===== src/rtl/wrf_loss_injector.sv =====
// Frame-loss injector for the WR fabric. Sits between a fabric source and
// sink and discards whole frames by fragment mask, by LFSR probability, or
// in LFSR-triggered bursts. Forwarded frames are passed through
// combinationally. Dropped frames are acked locally, one cycle after each
// strobe. Forward and drop counters and the control registers sit on a
// pipelined Wishbone slave.
module wrf_loss_injector #(
    parameter int          g_group_size = 4,
    parameter logic [31:0] g_lfsr_seed  = 32'hACE12468,
    parameter int          g_cnt_width  = 32
) (
    input  logic        clk_i,
    input  logic        rst_i,
    input  logic        snk_cyc,
    input  logic        snk_stb,
    input  logic        snk_we,
    input  logic [1:0]  snk_sel,
    input  logic [1:0]  snk_adr,
    input  logic [15:0] snk_dat,
    output logic        snk_ack,
    output logic        snk_stall,
    output logic        src_cyc,
    output logic        src_stb,
    output logic        src_we,
    output logic [1:0]  src_sel,
    output logic [1:0]  src_adr,
    output logic [15:0] src_dat,
    input  logic        src_ack,
    input  logic        src_stall,
    input  logic        wb_cyc,
    input  logic        wb_stb,
    input  logic        wb_we,
    input  logic [2:0]  wb_adr,
    input  logic [3:0]  wb_sel,
    input  logic [31:0] wb_dat_i,
    output logic [31:0] wb_dat_o,
    output logic        wb_ack,
    output logic        wb_stall
);

    localparam logic [3:0]  IDX_LAST   = 4'(g_group_size - 1);
    localparam logic [31:0] LFSR_TAPS  = 32'h80200003; // x^32+x^22+x^2+x+1
    localparam logic [1:0]  MODE_MASK  = 2'd0;
    localparam logic [1:0]  MODE_RAND  = 2'd1;
    localparam logic [1:0]  MODE_BURST = 2'd2;

    // configuration registers
    logic [2:0]              ctrl_reg;        // {mode[1:0], en}
    logic [g_group_size-1:0] mask_reg;
    logic [15:0]             prob_reg;
    logic [7:0]              burst_len_reg;
    logic                    clr_reg;

    // frame tracking and decision state
    logic [31:0]             lfsr_reg;
    logic [3:0]              idx_reg;
    logic [7:0]              burst_rem_reg;
    logic [7:0]              burst_rem_next;
    logic                    in_frame_reg;
    logic                    drop_reg;
    logic                    orphan_reg;      // tail of a frame that straddled reset
    logic                    cyc_d_reg;
    logic                    ack_reg;
    logic [g_cnt_width-1:0]  cnt_fwd_reg;
    logic [g_cnt_width-1:0]  cnt_drop_reg;

    logic                    wb_ack_reg;
    logic [31:0]             wb_dat_reg;
    logic [31:0]             rd_data;

    logic        en;
    logic [1:0]  mode;
    logic        frame_start;
    logic        frame_end;
    logic        lfsr_hit;
    logic        drop_dec;
    logic        dropping;
    logic        forwarding;
    logic [15:0] mask_ext;
    logic [31:0] lfsr_next;
    logic        unused_ok;

    assign en          = ctrl_reg[0];
    assign mode        = ctrl_reg[2:1];
    assign frame_start = snk_cyc & ~cyc_d_reg & ~orphan_reg;
    assign frame_end   = ~snk_cyc & in_frame_reg;
    assign lfsr_hit    = lfsr_reg[15:0] < prob_reg;
    assign lfsr_next   = {1'b0, lfsr_reg[31:1]} ^ (lfsr_reg[0] ? LFSR_TAPS : 32'h0);

    // widen the mask to 16 bits so any fragment index selects cleanly
    for (genvar gi = 0; gi < 16; gi++) begin : g_mask_ext
        if (gi < g_group_size) begin : g_used
            assign mask_ext[gi] = mask_reg[gi];
        end else begin : g_pad
            assign mask_ext[gi] = 1'b0;
        end
    end

    // frame-start drop decision and next burst countdown
    always_comb begin
        drop_dec       = 1'b0;
        burst_rem_next = burst_rem_reg;
        if (!en) begin
            burst_rem_next = 8'd0;
        end else if (frame_start) begin
            case (mode)
                MODE_MASK: drop_dec = mask_ext[idx_reg];
                MODE_RAND: drop_dec = lfsr_hit;
                MODE_BURST: begin
                    if (burst_rem_reg != 8'd0) begin
                        drop_dec       = 1'b1;
                        burst_rem_next = burst_rem_reg - 8'd1;
                    end else if (lfsr_hit) begin
                        drop_dec       = 1'b1;
                        burst_rem_next = (burst_len_reg == 8'd0) ? 8'd0 : burst_len_reg - 8'd1;
                    end
                end
                default: drop_dec = 1'b0;
            endcase
        end
    end

    // the decision is live on the frame-start cycle so forwarding adds no latency
    assign dropping   = orphan_reg | (frame_start ? drop_dec : (in_frame_reg & drop_reg));
    assign forwarding = ~rst_i & ~dropping;

    assign src_cyc   = forwarding & snk_cyc;
    assign src_stb   = forwarding & snk_stb;
    assign src_we    = forwarding & snk_we;
    assign src_sel   = forwarding ? snk_sel : 2'b0;
    assign src_adr   = forwarding ? snk_adr : 2'b0;
    assign src_dat   = forwarding ? snk_dat : 16'h0;
    assign snk_stall = forwarding & src_stall;
    assign snk_ack   = ~rst_i & (ack_reg | (forwarding & src_ack));

    assign wb_ack    = ~rst_i & wb_ack_reg;
    assign wb_dat_o  = rst_i ? 32'h0 : wb_dat_reg;
    assign wb_stall  = 1'b0;
    assign unused_ok = &{1'b0, wb_sel, wb_dat_i[31:16]};

    // frame tracking, LFSR, fragment index, local acks and counters
    always_ff @(posedge clk_i) begin
        if (rst_i) begin
            cyc_d_reg     <= snk_cyc;
            orphan_reg    <= snk_cyc;
            in_frame_reg  <= 1'b0;
            drop_reg      <= 1'b0;
            ack_reg       <= 1'b0;
            lfsr_reg      <= g_lfsr_seed;
            idx_reg       <= 4'd0;
            burst_rem_reg <= 8'd0;
            cnt_fwd_reg   <= '0;
            cnt_drop_reg  <= '0;
        end else begin
            cyc_d_reg     <= snk_cyc;
            ack_reg       <= dropping & snk_cyc & snk_stb;
            burst_rem_reg <= burst_rem_next;
            if (!snk_cyc) begin
                orphan_reg <= 1'b0;
            end
            if (frame_start) begin
                in_frame_reg <= 1'b1;
                drop_reg     <= drop_dec;
                lfsr_reg     <= lfsr_next;
            end else if (frame_end) begin
                in_frame_reg <= 1'b0;
                drop_reg     <= 1'b0;
            end
            if (!en) begin
                idx_reg <= 4'd0;
            end else if (frame_end) begin
                idx_reg <= (idx_reg == IDX_LAST) ? 4'd0 : idx_reg + 4'd1;
            end
            if (clr_reg) begin
                cnt_fwd_reg  <= '0;
                cnt_drop_reg <= '0;
            end else if (frame_end) begin
                if (drop_reg) begin
                    if (~&cnt_drop_reg) cnt_drop_reg <= cnt_drop_reg + 1'b1;
                end else begin
                    if (~&cnt_fwd_reg) cnt_fwd_reg <= cnt_fwd_reg + 1'b1;
                end
            end
        end
    end

    // register read mux
    always_comb begin
        rd_data = 32'h0;
        case (wb_adr)
            3'd0: rd_data[2:0] = ctrl_reg;
            3'd1: rd_data[g_group_size-1:0] = mask_reg;
            3'd2: rd_data[15:0] = prob_reg;
            3'd3: rd_data[7:0] = burst_len_reg;
            3'd4: rd_data[g_cnt_width-1:0] = cnt_fwd_reg;
            3'd5: rd_data[g_cnt_width-1:0] = cnt_drop_reg;
            3'd6: rd_data[5:0] = {orphan_reg | (in_frame_reg & drop_reg), in_frame_reg, idx_reg};
            default: rd_data = 32'h0;
        endcase
    end

    // Wishbone slave: one-cycle ack, register writes, self-clearing CLR
    always_ff @(posedge clk_i) begin
        if (rst_i) begin
            ctrl_reg      <= 3'd0;
            mask_reg      <= '0;
            prob_reg      <= 16'h0;
            burst_len_reg <= 8'h0;
            clr_reg       <= 1'b0;
            wb_ack_reg    <= 1'b0;
            wb_dat_reg    <= 32'h0;
        end else begin
            wb_ack_reg <= wb_cyc & wb_stb;
            clr_reg    <= 1'b0;
            if (wb_cyc && wb_stb) begin
                wb_dat_reg <= rd_data;
                if (wb_we) begin
                    case (wb_adr)
                        3'd0: begin
                            ctrl_reg <= wb_dat_i[2:0];
                            clr_reg  <= wb_dat_i[3];
                        end
                        3'd1: mask_reg      <= wb_dat_i[g_group_size-1:0];
                        3'd2: prob_reg      <= wb_dat_i[15:0];
                        3'd3: burst_len_reg <= wb_dat_i[7:0];
                        default: ;
                    endcase
                end
            end
        end
    end

endmodule

===== config.mk =====
export PLATFORM = sky130hd
export DESIGN_NAME = wrf_loss_injector
export DESIGN_NICKNAME = d
export VERILOG_FILES = /design/src/rtl/wrf_loss_injector.sv
export SDC_FILE = /design/constraint.sdc
export NUM_CORES = 1
export LEC_CHECK = 0
export ABC_AREA = 1
export CORE_UTILIZATION = 56
export DETAILED_ROUTE_END_ITERATION = 6
export PLACE_DENSITY = 0.92
export SKIP_LAST_GASP = 1
export SLEW_MARGIN = 15
export SYNTH_ARGS = -nofsm -noshare
export SYNTH_HDL_FRONTEND = slang
export SYNTH_SLANG_ARGS = --single-unit

===== constraint.sdc =====
create_clock -name clk_i -period 2.71 [get_ports clk_i]
set_input_delay 0.542 -clock clk_i [delete_from_list [all_inputs] [get_ports clk_i]]
set_output_delay 0.542 -clock clk_i [all_outputs]
set_load 0.02 [all_outputs]

==> reports/results.txt <==
The design draws 6020 uW. The global-route usage over all layers came out at 32.2%. For the pin with the worst max-slew slack, the measured transition is 0.642 ns.

The sequential cells in the finished layout cover a total of 0.00358 mm2. The count of flip-flops with a built-in enable after synthesis was 1. The worst register-to-register path ends at burst_rem_reg[5]$_SDFFE_PP0P_. The floorplan step defined a core boundary enclosing 0.0166 mm2. The number of logic stages on the critical path including buffering is 18.

The most critical setup path has its startpoint at prob_reg[1]$_SDFFE_PP0P_. The worst reg2reg path depth works out to 20. The number of max-cap violations is 0, and the count of inserted antenna diode cells is 0. Setup slack on the worst reg-to-reg path comes out at -0.17 ns. After synthesis, the share of flip-flops with an asynchronous set or reset is 0%. The cell type with the largest total area after synthesis is dfxtp_1.

Setup repair after global routing could not meet its margin everywhere. Data arrives at the worst endpoint at 2.37 ns. For this block, the initial DRC count from the detailed router was 1362. The logs give 0 for the final number of hold-violating endpoints and 0.986 for the final weighted congestion in routability-driven placement. Yosys attributes the largest share of cell area to dfxtp_1 (37%), nand2_1 (10%), inv_1 (8.2%), nor2_1 (7.8%), a21oi_1 (5.3%).

Each instance of the synthesized netlist takes up on average 6.75 um2. The maximum fanout count along the critical path is 23. The type of the tightest min-delay check was reg -> reg.

Die footprint: 0.0175 mm2. Buffers inserted during clock tree synthesis total 17. In the final routed layout, each cell accounts on average for 15.8 um. Die boundary height: 132 um. The largest individual stage delay along the critical path comes from the cell dfxtp_2. Headroom to the max-slew limit came out at 56.9%.

Compared with the post-synthesis result, the final layout area differs by 25.9%. The combinational share of power came out at 10.4%. Static timing analysis puts the maximum clock frequency at 0.344 GHz.

The tools report the global-route wire length before repair as 45300 um. Among cell families on the critical path, the largest total delay comes from simple AND/OR/NAND/NOR gates. The run gives 0 as the number of antenna violations at the first check in global routing.

On the final layout, the worst clock skew is 0.00898 ns. The tree is rooted in a clkbuf_16. The number of distinct library cells after synthesis came out at 47. The logs give 45.0% for the power share of the sequential group and 53.0% for the met2 layer usage reported by global route. Critical path's largest stage delay: 0.33 ns.

Among all flip-flop cells after synthesis, the most frequent one is dfxtp_1. Post-detailed-route count of antenna-violating nets: 0. TritonCTS built the clock tree.

During I/O placement, the number of pins put on the boundary was 128. In the global route stage, met3 resource usage came out at 6.84%. The synthesized cell area is 0.00948 mm2. Layer with the highest usage: met2.

The deepest level of the CTS H-tree was 4; the fraction of layout cells with a size suffix above 1 was 13.0%. Global routing consumed, on the met1 layer, 39.2% of the routing resources. The port buffer count was 106. The clock sink count is 178. The combined area of the multi-input logic cells is 0.00502 mm2. For this design, the CTS-stage hold fixing added 0 buffers. After detailed routing, the number of remaining DRC violations is 0.

The floorplan has 47 rows. Clock-pin slew was measured on the worst setup and hold paths at 0.07 ns. Buffer and inverter count on the worst path: 3. The internal power is 4530 uW, and the number of detailed-routing iterations run before antenna repair is 6. The switching component of the power is 1490 uW, and the synthesis-stage register bit count is 178. After detailed routing, the number of vias per cell comes to 5.75. The run finished, with violations left. The tools report the worst setup path endpoint as src_dat[3]. In the synthesized netlist, the number of instances is 1405.

Timing analysis after detailed placement gives a worst setup slack of -0.341 ns. In this run the critical register-to-register path is launched from prob_reg[9]$_SDFFE_PP0P_. The clock network power share is 44.6%, and the final cell count without fillers is 1782. The final worst-path cycle share came out at 107%. The most numerous cell type found on the critical path is nand2_1. Width of the chip: 132 um. For the via count of the first global-routing pass, the log shows 9641. Setup violations remaining at the end of the flow were counted as 33. The layout has 1260 filler cells. Final net count: 1639.

The maximum number of pins on one net before global-route repair was 72; the maximum buffer depth of the clock tree was 2. The time the worst path needs with I/O delays and setup is 2.91 ns. The number of nets produced by synthesis is 1495, and the part of the Yosys area used for sequential elements is 37.7%. For this run the aggregate overflow at the end of global routing stands at 0.

The maximum VDD drop is 0.507 mV, and the clock latency reported for the late side of the worst-skew pair is 0.44 ns. Including well taps, the total number of placed cells is 1741. The data required time of the worst path is 2.17 ns. The worst setup path is launched from a register. The worst setup path is of the reg -> out kind. Hold is met by 0.458 ns. The critical path goes through inv_2 -> ha_1 -> nand2_1 -> nand2_1 -> nand2_1 -> nand2_1 -> nand2_1 -> nand2_1 -> nand2_1 -> nand2_2 -> nand2_1 -> nand2_1 -> nand2_1 -> nand2_2 -> nand3_2 -> buf_12 -> nor2_1 -> buf_4. The share of the synthesized area in the top cell type came out at 37.4%. The initial cell density of the core came out at 57.2%.

The total power density per cell area came out at 505 mW/mm2. The total via count after detailed routing was 10300; the final setup slack of the worst path was -0.201 ns. The checks that failed: negative setup slack. STA classifies the critical path endpoint as an output pin. The max-slew violation total from the final report was 0.

The HPWL after detailed placement is 19500 um, and the total leakage power is 0.00479 uW. Net switching is 24.7% of the power. The routed wire length came out at 28200 um. For this run, the number of Yosys warnings is 0.
-- power groups by stage --
stage / clock [uW] / combinational (uW) / sequential, uW
2_1_floorplan: 0 / 313 / 2760
3_3_place_gp: 0 / 559 / 2760
3_5_place_dp: 0 / 577 / 2760
4_1_cts: 2690 / 590 / 2710
5_1_grt: 2810 / 678 / 2710
6_report: 2690 / 625 / 2710
-- per-layer routing --
layer / routed length (um) / share of wire [%]
met1: 11000 / 39
met2: 13100 / 46
met3: 2860 / 10
met4: 1280 / 4.5
met5: 0 / 0
-- how the worst min path moves through the flow --
stage	slack, ns	startpoint	end	cells after the start
after floorplan	0.43	lfsr_reg[23]$_SDFFE_PP1P_	lfsr_reg[23]$_SDFFE_PP1P_	2
after global placement	0.44	lfsr_reg[23]$_SDFFE_PP1P_	lfsr_reg[23]$_SDFFE_PP1P_	2
after detailed placement	0.44	lfsr_reg[23]$_SDFFE_PP1P_	lfsr_reg[23]$_SDFFE_PP1P_	2
after CTS	0.46	lfsr_reg[23]$_SDFFE_PP1P_	lfsr_reg[23]$_SDFFE_PP1P_	2
after global routing	0.48	lfsr_reg[27]$_SDFFE_PP1P_	lfsr_reg[27]$_SDFFE_PP1P_	2
final	0.46	lfsr_reg[23]$_SDFFE_PP1P_	lfsr_reg[23]$_SDFFE_PP1P_	2
-- cell families (layout without fill, tap and decap cells) --
| kind of cell | count (synthesis) | after routing | share of synthesized area, % |
|---|---|---|---|
| AOI/OAI and AO/OA | 267 | 267 | 15.5 |
| xor gates and xnor gates | 50 | 50 | 4.62 |
| DFF | 178 | 178 | 37.7 |
| and+or+nand+nor | 616 | 616 | 28.1 |
| buffers and inverters | 272 | 429 | 11.3 |
| other | 1 | 1 | 0.0396 |
| adders and majority gates | 21 | 21 | 2.77 |
-- worst reg2reg max path: cells and delay by family (launching register included) --
| kind | cells | cell delay [ns] |
|---|---|---|
| buffers and inverters | 10 | 1.19 |
| AND/OR/NAND/NOR | 5 | 0.51 |
| AO/OA/AOI/OAI | 4 | 0.46 |
| adder cells (fa/ha/maj) | 1 | 0.33 |
| flip-flops | 1 | 0.32 |
-- cells in the final DEF, fill, tap and decap left out, types with 6 or more instances in the layout --
cell             instances
o21ai_0                 94
nor3_1                  47
nor2_2                   7
ha_4                     7
xnor2_1                  6
nor2_1                 194
o221ai_1                 8
clkbuf_16               17
clkdlybuf4s50_1         80
buf_4                   91
o22ai_1                 45
dfxtp_2                  9
nand2_1                255
nand2_2                  7
nand3_1                 42
inv_1                  200
nand4_1                 22
inv_2                   16
dfxtp_1                168
nor4_1                  16
a21oi_1                 94
ha_1                    14
xor2_1                  44
-- cell usage after synthesis, types with 8 or more instances --
master,number
a21oi_1,100
buf_2,8
clkbuf_1,36
dfxtp_1,177
ha_1,21
inv_1,208
inv_2,8
nand2_1,260
nand3_1,45
nand4_1,22
nor2_1,198
nor3_1,48
nor4_1,16
o21ai_0,96
o221ai_1,8
o22ai_1,45
xor2_1,44
-- cell type report --
cell class              count  share of cell area (%)
multi-input cells         955                    42.0
flip-flops and latches    178                    30.0
repair buffers            179                    13.4
inverters                 218                    6.85
clock buffers              19                    3.71
well taps                 220                    2.31
clock inverters            13                    1.63
-- through the flow --
stage | area, um2 | util, % | TNS [ns]
3_3_place_gp | 11100 | 66.9 | -6.87
2_1_floorplan | 9480 | - | 0
4_1_cts | 11800 | 71.2 | -5.84
6_report | 11900 | 72.0 | -5.69
3_5_place_dp | 11100 | 66.9 | -7.80
5_1_grt | 11900 | 72.0 | -11.03
-- what timing repair did --
item	CTS	global route
resized for setup	147	31
pin swaps	10	8
setup buffers	7	2
endpoints found under the setup margin	25	33
(Power assumes the default switching activity.)
